$ cat config.mk
export PLATFORM = sky130hd
export DESIGN_NAME = btn_autorepeat
export DESIGN_NICKNAME = d
export VERILOG_FILES = /design/src/rtl/btn_autorepeat.sv
export SDC_FILE = /design/constraint.sdc
export NUM_CORES = 1
export LEC_CHECK = 0
export ABC_CLOCK_PERIOD_IN_PS = 2400
export BUFFER_PORTS_ARGS = -buffer_cell sky130_fd_sc_hd__buf_2
export CAP_MARGIN = 20
export CORE_MARGIN = 5
export CORE_UTILIZATION = 55
export DETAILED_ROUTE_END_ITERATION = 10
export PLACE_DENSITY = 0.67
export SLEW_MARGIN = 20
export SYNTH_ARGS = -nofsm -noshare
export SYNTH_HDL_FRONTEND = slang
export SYNTH_SLANG_ARGS = --single-unit
$ cat constraint.sdc
create_clock -name clk -period 2.4 [get_ports clk]
set_input_delay 0.48 -clock clk [delete_from_list [all_inputs] [get_ports clk]]
set_output_delay 0.48 -clock clk [all_outputs]
set_load 0.01 [all_outputs]
$ cat src/rtl/btn_autorepeat.sv
// Button auto-repeat: turns debounced button levels into single-cycle edit
// pulses. One pulse on press, a first repeat after HOLD_CYCLES, then a repeat
// every REPEAT_CYCLES while the button stays held. Channels are independent.
module btn_autorepeat #(
  parameter int N_BTNS        = 2,
  parameter int HOLD_CYCLES   = 50_000_000,
  parameter int REPEAT_CYCLES = 20_000_000
) (
  input  logic              clk,
  input  logic              reset,
  input  logic [N_BTNS-1:0] btn_in,
  output logic [N_BTNS-1:0] pulse_out,
  output logic [N_BTNS-1:0] repeating
);

  localparam int MAX_CYCLES = (HOLD_CYCLES > REPEAT_CYCLES) ? HOLD_CYCLES : REPEAT_CYCLES;
  localparam int CNT_W      = $clog2(MAX_CYCLES);

  localparam logic [CNT_W-1:0] HOLD_LAST   = CNT_W'(HOLD_CYCLES - 1);
  localparam logic [CNT_W-1:0] REPEAT_LAST = CNT_W'(REPEAT_CYCLES - 1);

  typedef enum logic [1:0] {
    S_IDLE,
    S_HOLD,
    S_REPEAT
  } state_t;

  // A one-cycle interval would make the counter compare degenerate.
  if (HOLD_CYCLES < 2) begin : g_bad_hold
    $error("btn_autorepeat: HOLD_CYCLES must be >= 2");
  end
  if (REPEAT_CYCLES < 2) begin : g_bad_repeat
    $error("btn_autorepeat: REPEAT_CYCLES must be >= 2");
  end

  for (genvar i = 0; i < N_BTNS; i++) begin : g_ch
    state_t           state_q, state_d;
    logic [CNT_W-1:0] cnt_q, cnt_d;
    logic             btn_q;
    logic             pulse_q, pulse_d;
    logic             rep_q, rep_d;

    // Next-state, counter and pulse decision for this channel.
    always_comb begin
      // NOTE: every output gets a default first so no path leaves it unassigned (no latch).
      state_d = state_q;
      cnt_d   = cnt_q;
      pulse_d = 1'b0;
      if (!btn_in[i]) begin
        // Release always returns to idle and never pulses, even on a terminal count.
        state_d = S_IDLE;
        cnt_d   = '0;
      end else begin
        case (state_q)
          S_IDLE: begin
            // btn_q resets high, so a button held through reset is not a new press.
            if (!btn_q) begin
              pulse_d = 1'b1;
              state_d = S_HOLD;
              cnt_d   = '0;
            end
          end
          S_HOLD: begin
            if (cnt_q == HOLD_LAST) begin
              pulse_d = 1'b1;
              state_d = S_REPEAT;
              cnt_d   = '0;
            end else begin
              cnt_d = cnt_q + CNT_W'(1);
            end
          end
          S_REPEAT: begin
            if (cnt_q == REPEAT_LAST) begin
              pulse_d = 1'b1;
              cnt_d   = '0;
            end else begin
              cnt_d = cnt_q + CNT_W'(1);
            end
          end
          default: begin
            state_d = S_IDLE;
            cnt_d   = '0;
          end
        endcase
      end
      rep_d = (state_d == S_REPEAT);
    end

    // Channel registers, with synchronous reset to a silent idle state.
    always_ff @(posedge clk) begin
      // NOTE: sequential state uses non-blocking assignments so all flops update together.
      if (reset) begin
        state_q <= S_IDLE;
        cnt_q   <= '0;
        btn_q   <= 1'b1;
        pulse_q <= 1'b0;
        rep_q   <= 1'b0;
      end else begin
        state_q <= state_d;
        cnt_q   <= cnt_d;
        btn_q   <= btn_in[i];
        pulse_q <= pulse_d;
        rep_q   <= rep_d;
      end
    end

    assign pulse_out[i] = pulse_q;
    assign repeating[i] = rep_q;
  end

endmodule

==> Word level (Yosys, flattened, before mapping) <==
Index checks and enable logic that the tools add are counted.
W data, S select, Z words.
{ "totals": {"ff_bits": 62, "latch_bits": 0, "ramBits": 0, "romBits": 0, "input_bits": 4, "output_inout_bits": 4, "elab_cells": 54, "mem_count": 0} }
{ "classes": {"addsub": 2, "mul": 0, "div": 0, "order_cmp": 0, "n_eq_ne": 12, "shifts": 0, "mux": 24, "bitwise": 2, "reduce_logical": 4} }
{ "op_table": {"columns": ["cell", "n"], "rows": [
  ["$mux W26", 6],
  ["$pmux W26 S3", 2],
  ["$add A26 B1 Y26 const B", 2],
  ["$eq A26 B25 Y1 const B", 2],
  ["$eq A26 B26 Y1 const B", 2],
  ["$mux W2", 6],
  ["$pmux W2 S3", 2],
  ["$eq A2 B2 Y1 const B", 4],
  ["$mux W1", 6],
  ["$pmux W1 S3", 2],
  ["$eq A2 B1 Y1 const B", 2],
  ["$logic_not A2 Y1", 2],
  ["$ne A2 B2 Y1 const B", 2],
  ["$reduce_or A2 Y1", 2],
  ["$not A1 Y1", 2]
]} }

==> Longest topological paths before layout <==
{ "logic_depth": {"depth_word": 5, "depth_mapped": 8, "ltp_nobuf": 7} }

==> Least setup slack after synthesis <==
OpenSTA, ideal clock, no wires.
{ "synth_timing": {"path_type": "register -> register", "from": "register g_ch[1].cnt_q[0]", "to": "register g_ch[1].cnt_q[24]", "setup_time_ps": 122, "arrival_ps": 1913, "required_time_ps": 2278, "setup_slack_ps": 366, "stages_incl_launch_ff": 8, "path_buffers": 0, "period_less_slack_ps": 2034, "path_cell_list": "dfxtp_1 ha_1 nand4_2 or2_1 o31ai_2 a21oi_2 and3_1 a221o_1"} }
{ "synth_via": {"elab_chain_len": 3} }
{ "synth_lines": {"columns": ["element", "line", "text"], "rows": [
  ["from (decl)", "38", "logic [CNT_W-1:0] cnt_q, cnt_d;"],
  ["from (signal assigned)", "100", "cnt_q <= cnt_d;"],
  ["$add A26 B1 Y26 (tied with other cells)", "69, 77", null],
  ["$mux W26 (on tied branches)", "73, 64", null],
  ["$pmux W26 S3 *", "54", "case (state_q)"]
]} }
Every way passes the cells marked *; elsewhere a longest branch is shown, timed or not.
A chain may end at the register's enable or synchronous reset.

==> Final worst setup path <==
{ "layout_timing": {"from": "register g_ch[1].cnt_q[8]", "to": "register g_ch[1].cnt_q[2]"} }
{ "layout_via": {"elab_chain_len": 3} }
{ "layout_lines": {"columns": ["element", "line"], "rows": [
  ["$eq A26 B25 Y1 or $eq A26 B26 Y1 (tied branches)", "73, 64"],
  ["$mux W26 (on tied branches)", "73, 64"],
  ["$pmux W26 S3 *", "54"]
]} }
Marks and branches as above.

==> impl_metrics.json <==
{
  "status": "finished clean",
  "syn_area_sq_mm": 0.00340,
  "drive_above_1_share": 0.128,
  "setup_viol": 0,
  "maxSlewHeadroom": 0.548,
  "syn_nets": 424,
  "antenna_left": 0,
  "synth.top_cell.area_share": 0.365,
  "die-area_sq_mm": 0.00786,
  "period_minus_slack_ps": 2160,
  "synthTopCellsByArea": "dfxtp_1 36%, nand2_1 5.5%, nand3_1 5.0%",
  "rows": 28,
  "numClockSinks": 62,
  "gp_congestion": 0.854,
  "synth_warnings": 0,
  "max_freq_ghz": 0.462,
  "cts_tree": "built",
  "cp.required_ps": 2620,
  "h-tree-depth": 3,
  "worstSetupPathType": "reg2reg",
  "ys_seq_area_frac": 0.365,
  "peakVddDrop_mv": 0.331,
  "grt_pass1_wl_microns": 13100,
  "end_kind": "flop",
  "utilization": 0.634,
  "cts_buffer_depth": 2,
  "num_io_pins": 8,
  "timing.rr.end": "g_ch[1].cnt_q[2]",
  "start_kind": "flop",
  "syn2layout_area_growth_pct": 10.8,
  "dp_hpwl_microns": 5380,
  "power.density_mw_per_mm2": 551,
  "min_path_cells": 2,
  "wl_per_cell_microns": 15.0,
  "synth-edff-count": 0,
  "cts_buffers": 9,
  "synth.largest_area_cell": "dfxtp_1",
  "min_from": "btn_in[1]",
  "fillers": 543,
  "antennaDiodeCount": 0,
  "rr_worst_depth": 7,
  "finalNetCount": 439,
  "hold_viol": 0,
  "wl_microns": 7580,
  "slew_viol_final": 0,
  "grt_max_degree": 35,
  "clock_skew_ps": 8.62,
  "seq_power_share": 0.498,
  "drv_cap": 0,
  "grt_usage": 0.210,
  "die_h_microns": 88.7,
  "die_w_microns": 88.7,
  "first_pass_iters": 5,
  "syn_inst": 410,
  "path_max_fanout": 18,
  "grt_pass1_vias": 2797,
  "synth.distinct_cells": 65,
  "first_iter_violations": 101,
  "grt.overflow.total": 0,
  "yosys_register_bits": 62,
  "clk_pin_slew_ps": 60,
  "synthArstFlopShare": 0,
  "syn_area_per_cell_sq_um": 8.30,
  "fin_ws_ps": 236,
  "p_int_mw": 1.63,
  "rsz0062_at_grt": "false",
  "synth-main-ff-cell": "dfxtp_1",
  "vias": 3073,
  "clkPwrFrac": 0.468,
  "pre_cts_ws_ps": 181,
  "critPathArrivalTime_ps": 2380,
  "hold_end": "g_ch[1].btn_q",
  "reg2reg_from": "g_ch[1].cnt_q[8]",
  "p_sw_mw": 0.445,
  "antenna_found_initial": 0,
  "power.leakage_nw": 1.40,
  "post-route-period-util": 0.902,
  "tightest_slew_ps": 676,
  "drc": 0,
  "port_buffers": 7,
  "power_frac_comb": 0.034,
  "p_sw_frac": 0.214,
  "fin_tns_setup_ps": 0,
  "viasPerCell": 6.10,
  "root_buffer": "clkbuf_8",
  "insertion_delay_ps": 340,
  "postCtsSetupRepairBufs": 0,
  "p_total_mw": 2.08,
  "hp-class": "in2reg",
  "r2r_slack_ps": 240,
  "core_area_sq_mm": 0.00596,
  "start_util": 0.572
}
## worst max path at each step
stage	cells after the start	slack [ps]	start	end
global placement	7	210	g_ch[1].cnt_q[0]	g_ch[1].cnt_q[24]
global route	7	40	g_ch[1].cnt_q[8]	g_ch[1].cnt_q[5]
detailed placement	7	180	g_ch[1].cnt_q[0]	g_ch[1].cnt_q[24]
CTS	7	160	g_ch[1].cnt_q[0]	g_ch[1].cnt_q[24]
finish	7	240	g_ch[1].cnt_q[8]	g_ch[1].cnt_q[2]
floorplan	7	370	g_ch[1].cnt_q[0]	g_ch[1].cnt_q[24]
## flip-flops by register name, indices dropped and copies added (netlist names)
signal        flops
g_ch.rep_q        2
g_ch.pulse_q      2
g_ch.btn_q        2
g_ch.cnt_q       52
g_ch.state_q      4
## metrics by stage
step	instances	hold WS, ps	instance area [sq um]
after floorplan	410	447	3400
after global placement	489	471	3550
after detailed placement	489	477	3550
after CTS	504	357	3760
after global routing	504	366	3770
final	504	366	3770
## critical path, stage by stage, from the launching register on
cell,delay (ps)
dfxtp_1,370
nor3_1,280
nand4_1,210
o41ai_4,510
a21oi_4,210
buf_4,220
a21oi_1,140
mux2i_1,90
## kinds of logic (layout without fill, tap and decap cells)
kind of cell	Yosys count	count (layout)	synth area share
simple gates	197	197	0.316
mux	4	4	0.0121
flops	62	62	0.365
fa+ha+maj	10	10	0.0368
xor+xnor	7	7	0.0180
compound gates	102	102	0.214
buf+inv	28	47	0.0379
## synth_stat cells (3+ instances only)
cell type and count:
and4_1 4, or2_2 5, o311ai_1 4, xnor2_1 3, buf_2 4, mux2i_1 3, nand2_1 50, nor2b_1 7
nand2b_1 8, nor4_1 4, nor2_1 23, a21oi_1 20, o21ai_0 11, nor3_1 13, a31oi_1 26, nor4b_1 5
inv_1 10, and2_1 4, clkbuf_1 9, a22o_1 9, a21o_1 6, buf_4 5, dfxtp_1 62, ha_1 10
and3_1 11, nand3_1 34, nand4_1 10, xor2_1 4
## metal layers
| metal | vias up | track usage | part of all wire |
|---|---|---|---|
| met2 | 41 | 0.356 | 0.50 |
| met3 | 12 | 0.0307 | 0.023 |
| li1 | 1567 | - | - |
| met4 | 0 | 0.0934 | 0.015 |
| met1 | 1453 | 0.261 | 0.47 |
| met5 | - | 0 | 0 |
## cell type report
cell class | instances | area, sq um | share of cell area
Timing Repair Buffer | 22 | 148 | 0.0391
Clock inverter | 5 | 75.1 | 0.0199
Inverter | 10 | 37.5 | 0.00995
Sequential cell | 62 | 1240 | 0.329
Multi-Input combinational cell | 320 | 2050 | 0.543
Clock buffer | 10 | 128 | 0.0338
Tap cell | 75 | 93.8 | 0.0249
## what timing repair did
action | in CTS | in global routing
endpoints found under the hold margin | 0 | 0
hold buffers | 0 | 0
resized for setup | 0 | 2
endpoints found under the setup margin | 0 | 3
## power by group through the flow
stage | sequential, mW | combinational, mW | clock (mW)
final | 1.04 | 0.0712 | 0.972
after global routing | 1.03 | 0.0797 | 1.04
after CTS | 1.03 | 0.0718 | 0.998
after detailed placement | 1.06 | 0.0715 | 0
after global placement | 1.06 | 0.0710 | 0
after floorplan | 1.06 | 0.0490 | 0
## placed cells by master (no fill, tap or decap), types with 8 or more instances in the layout
master    count
a22o_1        9
ha_1         10
buf_4        15
nor3_1       13
and3_1       11
o21ai_0      11
inv_1        10
clkbuf_8      9
nand3_1      34
nand2b_1      8
a31oi_1      26
nand4_1      10
nand2_1      50
a21oi_1      20
nor2_1       23
dfxtp_1      62
No activity file was read; power rests on OpenSTA's default activity.
